[config.mk]
export PLATFORM = sky130hd
export DESIGN_NAME = calc_entry_fsm
export DESIGN_NICKNAME = d
export VERILOG_FILES = /design/src/rtl/calc_entry_fsm.sv
export SDC_FILE = /design/constraint.sdc
export NUM_CORES = 1
export LEC_CHECK = 0
export BUFFER_PORTS_ARGS = -buffer_cell sky130_fd_sc_hd__buf_2
export CORE_ASPECT_RATIO = 2
export CORE_UTILIZATION = 52
export DETAILED_ROUTE_END_ITERATION = 6
export PLACE_DENSITY = 0.77
export SLEW_MARGIN = 20
export SYNTH_ARGS = -nofsm -noshare
export SYNTH_HDL_FRONTEND = slang
export SYNTH_SLANG_ARGS = --single-unit
[constraint.sdc]
create_clock -name fcrystal -period 3.6 [get_ports fcrystal]
set_clock_uncertainty 0.2 [all_clocks]
set_input_delay 0 -clock fcrystal [delete_from_list [all_inputs] [get_ports fcrystal]]
set_output_delay 0 -clock fcrystal [all_outputs]
set_load 0.02 [all_outputs]
[src/rtl/calc_entry_fsm.sv]
// Operand/operator entry controller for the two-digit BCD calculator.
// Qualifies key events, shifts digits into A/B, latches the operator and sequences SHOW.
module calc_entry_fsm #(
   parameter int         NDIG   = 2,
   parameter logic [3:0] NO_KEY = 4'hF
) (
   input  logic       fcrystal,
   input  logic       rst,
   input  logic       key_valid,
   input  logic [8:0] key_code,
   input  logic       key_is_down,
   input  logic [3:0] number,
   input  logic       add,
   input  logic       subtract,
   input  logic       multiply,
   input  logic       enter,
   input  logic       clear,
   output logic [3:0] a1,
   output logic [3:0] a0,
   output logic [3:0] b1,
   output logic [3:0] b0,
   output logic [1:0] mode,
   output logic [2:0] state,
   output logic       result_valid
);

   typedef enum logic [2:0] {
      ENTER_A = 3'd0,
      ENTER_B = 3'd1,
      SHOW    = 3'd2
   } state_t;

   localparam logic [1:0] CNT_MAX = 2'(NDIG);

   state_t     state_reg;
   logic       kv_prev_reg;
   logic       held_reg;
   logic [8:0] held_code_reg;
   logic [1:0] cnt_a_reg;
   logic [1:0] cnt_b_reg;

   logic       accept;
   logic       is_repeat;
   logic       do_key;
   logic       is_digit;
   logic       is_op;
   logic [1:0] op_mode;

   // A level held on key_valid counts once: only the rising edge is an event.
   assign accept    = key_valid & ~kv_prev_reg;
   assign is_repeat = held_reg && (key_code == held_code_reg);
   assign do_key    = accept && key_is_down && !is_repeat;
   assign is_digit  = (number != NO_KEY) && (number <= 4'd9);
   assign is_op     = add | subtract | multiply;
   assign op_mode   = add ? 2'b00 : (subtract ? 2'b01 : 2'b10);
   assign state     = state_reg;

   always_ff @(posedge fcrystal or posedge rst) begin
      if (rst) begin
         state_reg     <= ENTER_A;
         kv_prev_reg   <= 1'b0;
         held_reg      <= 1'b0;
         held_code_reg <= 9'd0;
         cnt_a_reg     <= 2'd0;
         cnt_b_reg     <= 2'd0;
         a1            <= 4'd0;
         a0            <= 4'd0;
         b1            <= 4'd0;
         b0            <= 4'd0;
         mode          <= 2'b00;
         result_valid  <= 1'b0;
      end else begin
         kv_prev_reg <= key_valid;

         if (accept) begin
            if (key_is_down) begin
               if (!is_repeat) begin
                  held_reg      <= 1'b1;
                  held_code_reg <= key_code;
               end
            end else if (key_code == held_code_reg) begin
               held_reg <= 1'b0;
            end
         end

         if (do_key) begin
            if (clear) begin
               a1           <= 4'd0;
               a0           <= 4'd0;
               b1           <= 4'd0;
               b0           <= 4'd0;
               mode         <= 2'b00;
               cnt_a_reg    <= 2'd0;
               cnt_b_reg    <= 2'd0;
               state_reg    <= ENTER_A;
               result_valid <= 1'b0;
            end else if (is_digit) begin
               case (state_reg)
                  ENTER_A: begin
                     if (cnt_a_reg < CNT_MAX) begin
                        if (cnt_a_reg != 2'd0) a1 <= a0;
                        a0        <= number;
                        cnt_a_reg <= cnt_a_reg + 2'd1;
                     end
                  end
                  ENTER_B: begin
                     if (cnt_b_reg < CNT_MAX) begin
                        if (cnt_b_reg != 2'd0) b1 <= b0;
                        b0        <= number;
                        cnt_b_reg <= cnt_b_reg + 2'd1;
                     end
                  end
                  SHOW: begin
                     // A new digit after a result starts a fresh calculation, keeping the operator.
                     a1           <= 4'd0;
                     a0           <= number;
                     cnt_a_reg    <= 2'd1;
                     b1           <= 4'd0;
                     b0           <= 4'd0;
                     cnt_b_reg    <= 2'd0;
                     state_reg    <= ENTER_A;
                     result_valid <= 1'b0;
                  end
                  default: begin
                     state_reg    <= ENTER_A;
                     result_valid <= 1'b0;
                  end
               endcase
            end else if (is_op) begin
               if (state_reg == ENTER_A && cnt_a_reg != 2'd0) begin
                  mode      <= op_mode;
                  state_reg <= ENTER_B;
               end else if (state_reg == ENTER_B && cnt_b_reg == 2'd0) begin
                  mode <= op_mode;
               end
            end else if (enter) begin
               if (state_reg == ENTER_B && cnt_b_reg != 2'd0) begin
                  state_reg    <= SHOW;
                  result_valid <= 1'b1;
               end
            end
         end

         // Recover from any unused encoding regardless of key activity.
         if (state_reg != ENTER_A && state_reg != ENTER_B && state_reg != SHOW) begin
            state_reg    <= ENTER_A;
            result_valid <= 1'b0;
         end
      end
   end

endmodule

Yosys cells after proc, flatten, opt, wreduce, memory -nomap -nowiden
Cells that the tools add are included.

word-level totals
  ROM bits = 0
  latch bits = 0
  register bits after elaboration = 37
  output and inout bits = 22
  input port bits = 22
  bits in writable memories = 0
  memories kept = 0
  word-level logic and storage cells = 126

operators by class
  reduce and logical (&&, ||, !) cells = 36
  add/sub/neg operators = 2
  shift-type cells = 0
  muxes and demuxes = 53
  bitwise gates (word level) = 5
  divide/modulo/power cells = 0
  multipliers = 0
  order comparisons = 3
  equal/unequal tests = 15

operator list
  operator             count
  $mux 4               14
  $pmux 4 s2           4
  $mux 3               9
  $mux 2               13
  $reduce_and 5->1     4
  $ne 3x3->1 const B   4
  $reduce_and 4->1     3
  $reduce_bool 2->1    6
  $reduce_bool 3->1    4
  $mux 1               11
  $reduce_bool 5->1    2
  $eq 9x9->1           1
  $logic_and 1x1->1    9
  $ne 4x3->1 const B   2
  $pmux 2 s2           2
  $reduce_bool 4->1    2
  $reduce_and 3->1     2
  $ne 5x3->1 const B   1
  $add 2x1->2 const B  2
  $le 4x4->1 const B   1
  $lt 2x2->1 const B   2
  $ne 2x2->1 const B   2
  $ne 4x4->1 const B   1
  $eq 3x1->1 const B   1
  10 further kinds     12

Depth between registers and ports, before layout
  depth in word-level cells = 9
  mapped depth = 7
  mapped depth without buffers = 7

Least setup slack after synthesis
Ideal clock, no wire load.

  path kind = register to register
  from = reg state_reg[0] (netlist: state[0])
  to = reg mode[0]
  period minus slack after synthesis = 2018 ps
  stages on the path, launching flop included = 7
  path slack = 1582 ps
  path buffers = 1
  data required time = 3278 ps
  data arrival time = 1696 ps
  library setup time = 122 ps
  path through = dfrtp_1 > buf_2 > or2_2 > a2111o_1 > a21oi_1 > nand2_1 > a32o_1

on the way
  cells in the longest elaborated chain, start to end = 6
  elaborated cells on any way between the ends = 10
  classes of those cells = eq/ne: 1; mux: 4; reduce/logical: 5

RTL lines
  item                    RTL line  RTL
  from (decl)             35        state_t state_reg;
  from (signal assigned)  60        state_reg <= ENTER_A;
  from (signal assigned)  95        state_reg <= ENTER_A;
  from (signal assigned)  121       state_reg <= ENTER_A;
  $logic_not 3->1         130       if (state_reg == ENTER_A && cnt_a_reg != 2'd0) begin
  $logic_and 1x1->1       130
  $mux 2                  130
  $mux 2                  129       end else if (is_op) begin
  $mux 2                  97        end else if (is_digit) begin
  $mux 2                  87        if (clear) begin
  to (signal assigned)    131       mode <= op_mode;
  to (signal assigned)    134       mode <= op_mode;
  to (decl)               22        output logic [1:0] mode,

Parallel ways exist; a longest one is shown, timed or not. The select of a mux whose other input is x is not followed.
A chain may end at the register's enable or synchronous reset.

Worst setup path after layout
  from = reg cnt_a_reg[1]
  to = reg mode[1]

on the way
  cells in the longest elaborated chain, start to end = 6
  elaborated cells on any way between the ends = 8
  classes of those cells = mux: 4; reduce/logical: 4

RTL lines
  item                    RTL line  RTL
  from (decl)             39        logic [1:0] cnt_a_reg;
  from (signal assigned)  103       cnt_a_reg <= cnt_a_reg + 2'd1;
  $reduce_bool 2->1 *     130
  $logic_and 1x1->1 *     130
  $mux 2                  130
  $mux 2                  129
  $mux 2                  97
  $mux 2                  87

Every way passes the cells marked *; elsewhere a longest branch is shown, timed or not. The select of a mux whose other input is x is not followed.

==> impl.org <==
** Logic synthesis
- Simple-gate area share of the yosys netlist :: 18.7%
- Post-Synthesis Net Count :: 211
- For this run, asynchronously set or reset flops after synthesis account for 100%.
- Share of cell area taken by muxes after synthesis :: 13.6%
- After synthesis, the largest family of logic cells by area is simple AND/OR/NAND/NOR gates.
- Averaged over all synthesized cells, the footprint is 10.5 um2.
- After synthesis, flip-flops and latches occupy 45.9% of the total area.
- Xor/xnor share of the synthesized area :: 3.12%
- Synthesized flop and latch total :: 36
- The synthesized netlist devotes 1.27% of its cell area to adder and majority cells.
- The cell count after synthesis came out at 187.
- The synthesized design contains 0 enable-type register cells.
- After synthesis the cells add up to 1960 um2.
- For this run, the number of Yosys warnings is 0.
- In the synthesized netlist the dominant register cell turns out to be sky130_fd_sc_hd__dfrtp_1.
- Summing the areas of all compound-gate instances in the mapped netlist gives 11.7% of the synthesized area.
- Distinct cells, synth :: 45

** Setup path
- STA puts the critical path data arrival time at 2090 ps.
- Critical path startpoint category :: flop
- Critical path required time :: 3580 ps
- The worst setup path is captured at a flop.
- Maximum fanout along the worst path :: 3
- Critical Setup Path Class :: flop to flop

** Finish
- Number of flip-flops under the largest register name :: 9
- Area added between synthesis and finish :: 27.5%
- 0 antenna diodes ended up in the layout.
- Measured on the finished design, the core utilization comes to 69.4%.
- After the last flow step, the layout net total stands at 274.
- The post-route netlist has 29.5% of its cells at a drive strength greater than 1.
- Fill cells in the final layout number 290.

** Global routing
- The number of global-route vias before repair was 1578.
- The number of antenna violations at the first check in global routing is 0.
- Summed over all layers, the global routing overflow is 0.
- The first global-routing pass estimated 7.15 mm of wire.
- Global routing used 25.3% of the available tracks across all layers.
- Entering global routing, the biggest net connects 37 pins.

** Placement
- The HPWL after detailed placement is 3.03 mm.
- During placement, the flow inserted port buffers numbering 42.
- Routability cong. :: 0.851

** Pwr
- Of the total power, registers draw 41.7%.
- Of the total power, the share spent switching nets is 32.9%.
- In this run, the combinational gates consume 32.3% of the power.
- The internal portion of the total power is 890 uW.
- Part of the total power dissipated in the clock network :: 26.1%
- Leak :: 0.00119 uW
- VDD IR max :: 0.374 mV
- Power per Cell Area :: 529 nW/um2
- Net load switching power :: 436 uW

** Clock network
- The clock net in this run drives a total of 36 sinks.
- The clock tree synthesis step divided the H-tree into 2 levels.
- Clock latency reported for the late side of the worst-skew pair :: 290 ps
- Clock transition at the registers of the reported paths :: 70 ps
- The number of clock buffers added by TritonCTS is 5.
- TritonCTS built the clock tree.
- CTS Buffer Depth :: 2
- Post-cts sizing count :: 0
- Buffer type at the clock tree root :: sky130_fd_sc_hd__clkbuf_8

** Die
- Die width :: 45.5 um
- Initial standard-cell utilization of the core :: 54.5%
- The die covers 4040 um2.
- Core area :: 3610 um2
- In this run the core area contains 31 standard-cell rows.
- Vertical die dimension :: 88.9 um
- In this run the count of I/O pins placed on the die edge is 44.

** Worst hold path
- In this run the worst hold path is classified as input port to flop.

** Timing
- After layout, the minimum clock period comes to 2110 ps.
- Pin slew with the least headroom to its limit :: 867 ps
- Setup repair after global routing left no endpoint under its margin.
- After layout, the worst path uses 58.7% of the clock period.
- Number of endpoints failing setup at the final stage :: 0
- Final Hold Viols :: 0
- Summed negative setup slack over all endpoints :: 0 ps
- Measured against its own limit, the worst slew margin works out to 42.0%.
- Final-report max-slew violation count :: 0
- Timing would allow up to 473 MHz.

** Drt
- Dividing the detail-routed via count by the number of cells gives 5.15.
- Routed wire length per instance :: 14.3 um
- Number of nets with antenna violations after detailed routing :: 0
- After detailed routing, the total wire length is 4.29 mm.
- # DRC :: 0
- Detailed-routing iteration count for the pre-antenna-repair pass :: 4
- Number of DRC markers after the initial detailed-route iteration :: 20
- For this block, the via count after detailed routing is 1545.

** Job
- Number of maximum-capacitance constraint violations :: 0

** Run status
- Result of the run :: finished clean
## layout by cell type, fill, tap and decap left out, types with 2 or more instances in the layout
master                          instances
sky130_fd_sc_hd__a21oi_1                5
sky130_fd_sc_hd__a22o_1                 4
sky130_fd_sc_hd__a32o_1                 2
sky130_fd_sc_hd__buf_2                 42
sky130_fd_sc_hd__clkbuf_8               5
sky130_fd_sc_hd__dfrtp_1               36
sky130_fd_sc_hd__dlygate4sd3_1         20
sky130_fd_sc_hd__ha_1                   2
sky130_fd_sc_hd__inv_1                 17
sky130_fd_sc_hd__mux2_2                 5
sky130_fd_sc_hd__mux2_4                 6
sky130_fd_sc_hd__mux2i_1               12
sky130_fd_sc_hd__nand2_1               23
sky130_fd_sc_hd__nand2b_1               4
sky130_fd_sc_hd__nand3_1                3
sky130_fd_sc_hd__nand4_1                2
sky130_fd_sc_hd__nor2_1                10
sky130_fd_sc_hd__nor2b_1                6
sky130_fd_sc_hd__nor3_1                 2
sky130_fd_sc_hd__nor3_4                 3
sky130_fd_sc_hd__o21ai_0                9
sky130_fd_sc_hd__o22a_1                 2
sky130_fd_sc_hd__xnor2_1                3
sky130_fd_sc_hd__xor2_1                 4
## per-layer routing
layer / track usage [%] / vias up / part of all wire (%)
met5: 0 / - / 0
met4: 13.2 / 0 / 2.6
met3: 6.26 / 11 / 4.2
met2: 44.8 / 48 / 55
met1: 26.0 / 721 / 38
li1: - / 765 / -
## per-stage QoR
stage | hold WS, ps | instances | instance area (um2) | power, uW | setup WS, ps
floorplan | -169 | 187 | 1960 | 847 | 1580
global placement | -78.4 | 272 | 2200 | 962 | 1500
CTS | 24.1 | 300 | 2500 | 1340 | 1480
detailed placement | -77.1 | 272 | 2200 | 968 | 1510
finish | 17.9 | 300 | 2500 | 1330 | 1490
global route | 48.5 | 300 | 2500 | 1410 | 1410
## cell families (layout without fill, tap and decap cells)
group                      Yosys count  in the layout
AOI/OAI and AO/OA                   31             31
xor gates and xnor gates             7              7
adders and majority gates            2              2
buffers and inverters               24             88
DFF                                 36             36
muxes                               23             23
other                                1              1
and+or+nand+nor                     63             63
## layout make-up
class | count | area (um2) | share of cell area [%]
clock buffer | 6 | 72.6 | 2.90
clock inverter | 2 | 35.0 | 1.40
inverter | 17 | 63.8 | 2.55
multi-input combinational | 127 | 953 | 38.1
sequential | 36 | 901 | 36.0
tap | 49 | 61.3 | 2.45
timing repair buffer | 63 | 418 | 16.7
## synthesized netlist by cell type, drive strengths merged, types with 5 or more instances
cell type,instances,area share [%]
mux2i,12,6.1
a21oi,5,1.3
nor3,6,3.5
mux2,11,7.5
nor2b,6,1.9
o21ai,9,2.3
nand2,23,4.4
inv,17,3.2
dfrtp,36,46
nor2,11,2.5
## path summary, 6_finish.rpt
kind | startpoint | to | slack (ps) | cells after the start
max in group asynchronous | rst | cnt_b_reg[0] | 2700 | 4
hold / removal | key_is_down | held_reg | 20 | 3
setup reg to reg | cnt_a_reg[1] | mode[1] | 1490 | 7
min in group asynchronous | rst | a1[0] | 170 | 4
hold reg to reg | result_valid | result_valid | 300 | 1
setup / recovery | cnt_a_reg[1] | mode[1] | 1490 | 7
## power groups by stage
| stage | clock [uW] | sequential, uW | combinational, uW |
|---|---|---|---|
| 2_1_floorplan | 0 | 609 | 238 |
| 3_3_place_gp | 0 | 558 | 404 |
| 3_5_place_dp | 0 | 558 | 411 |
| 4_1_cts | 356 | 552 | 430 |
| 5_1_grt | 369 | 564 | 481 |
| 6_report | 346 | 552 | 428 |
## what timing repair did
action / 4_1_cts / 5_1_grt
hold endpoints to repair: 57 / 0
setup buffers: 0 / 0
hold buffers: 20 / 0
## critical path, stage by stage (launching register included)
cell,delay [ps]
sky130_fd_sc_hd__dfrtp_1,380
sky130_fd_sc_hd__inv_1,80
sky130_fd_sc_hd__ha_1,190
sky130_fd_sc_hd__or2_2,290
sky130_fd_sc_hd__a2111o_1,400
sky130_fd_sc_hd__a21oi_1,170
sky130_fd_sc_hd__nand2_1,90
sky130_fd_sc_hd__a32o_1,210
No activity file was read; power rests on OpenSTA's default activity.
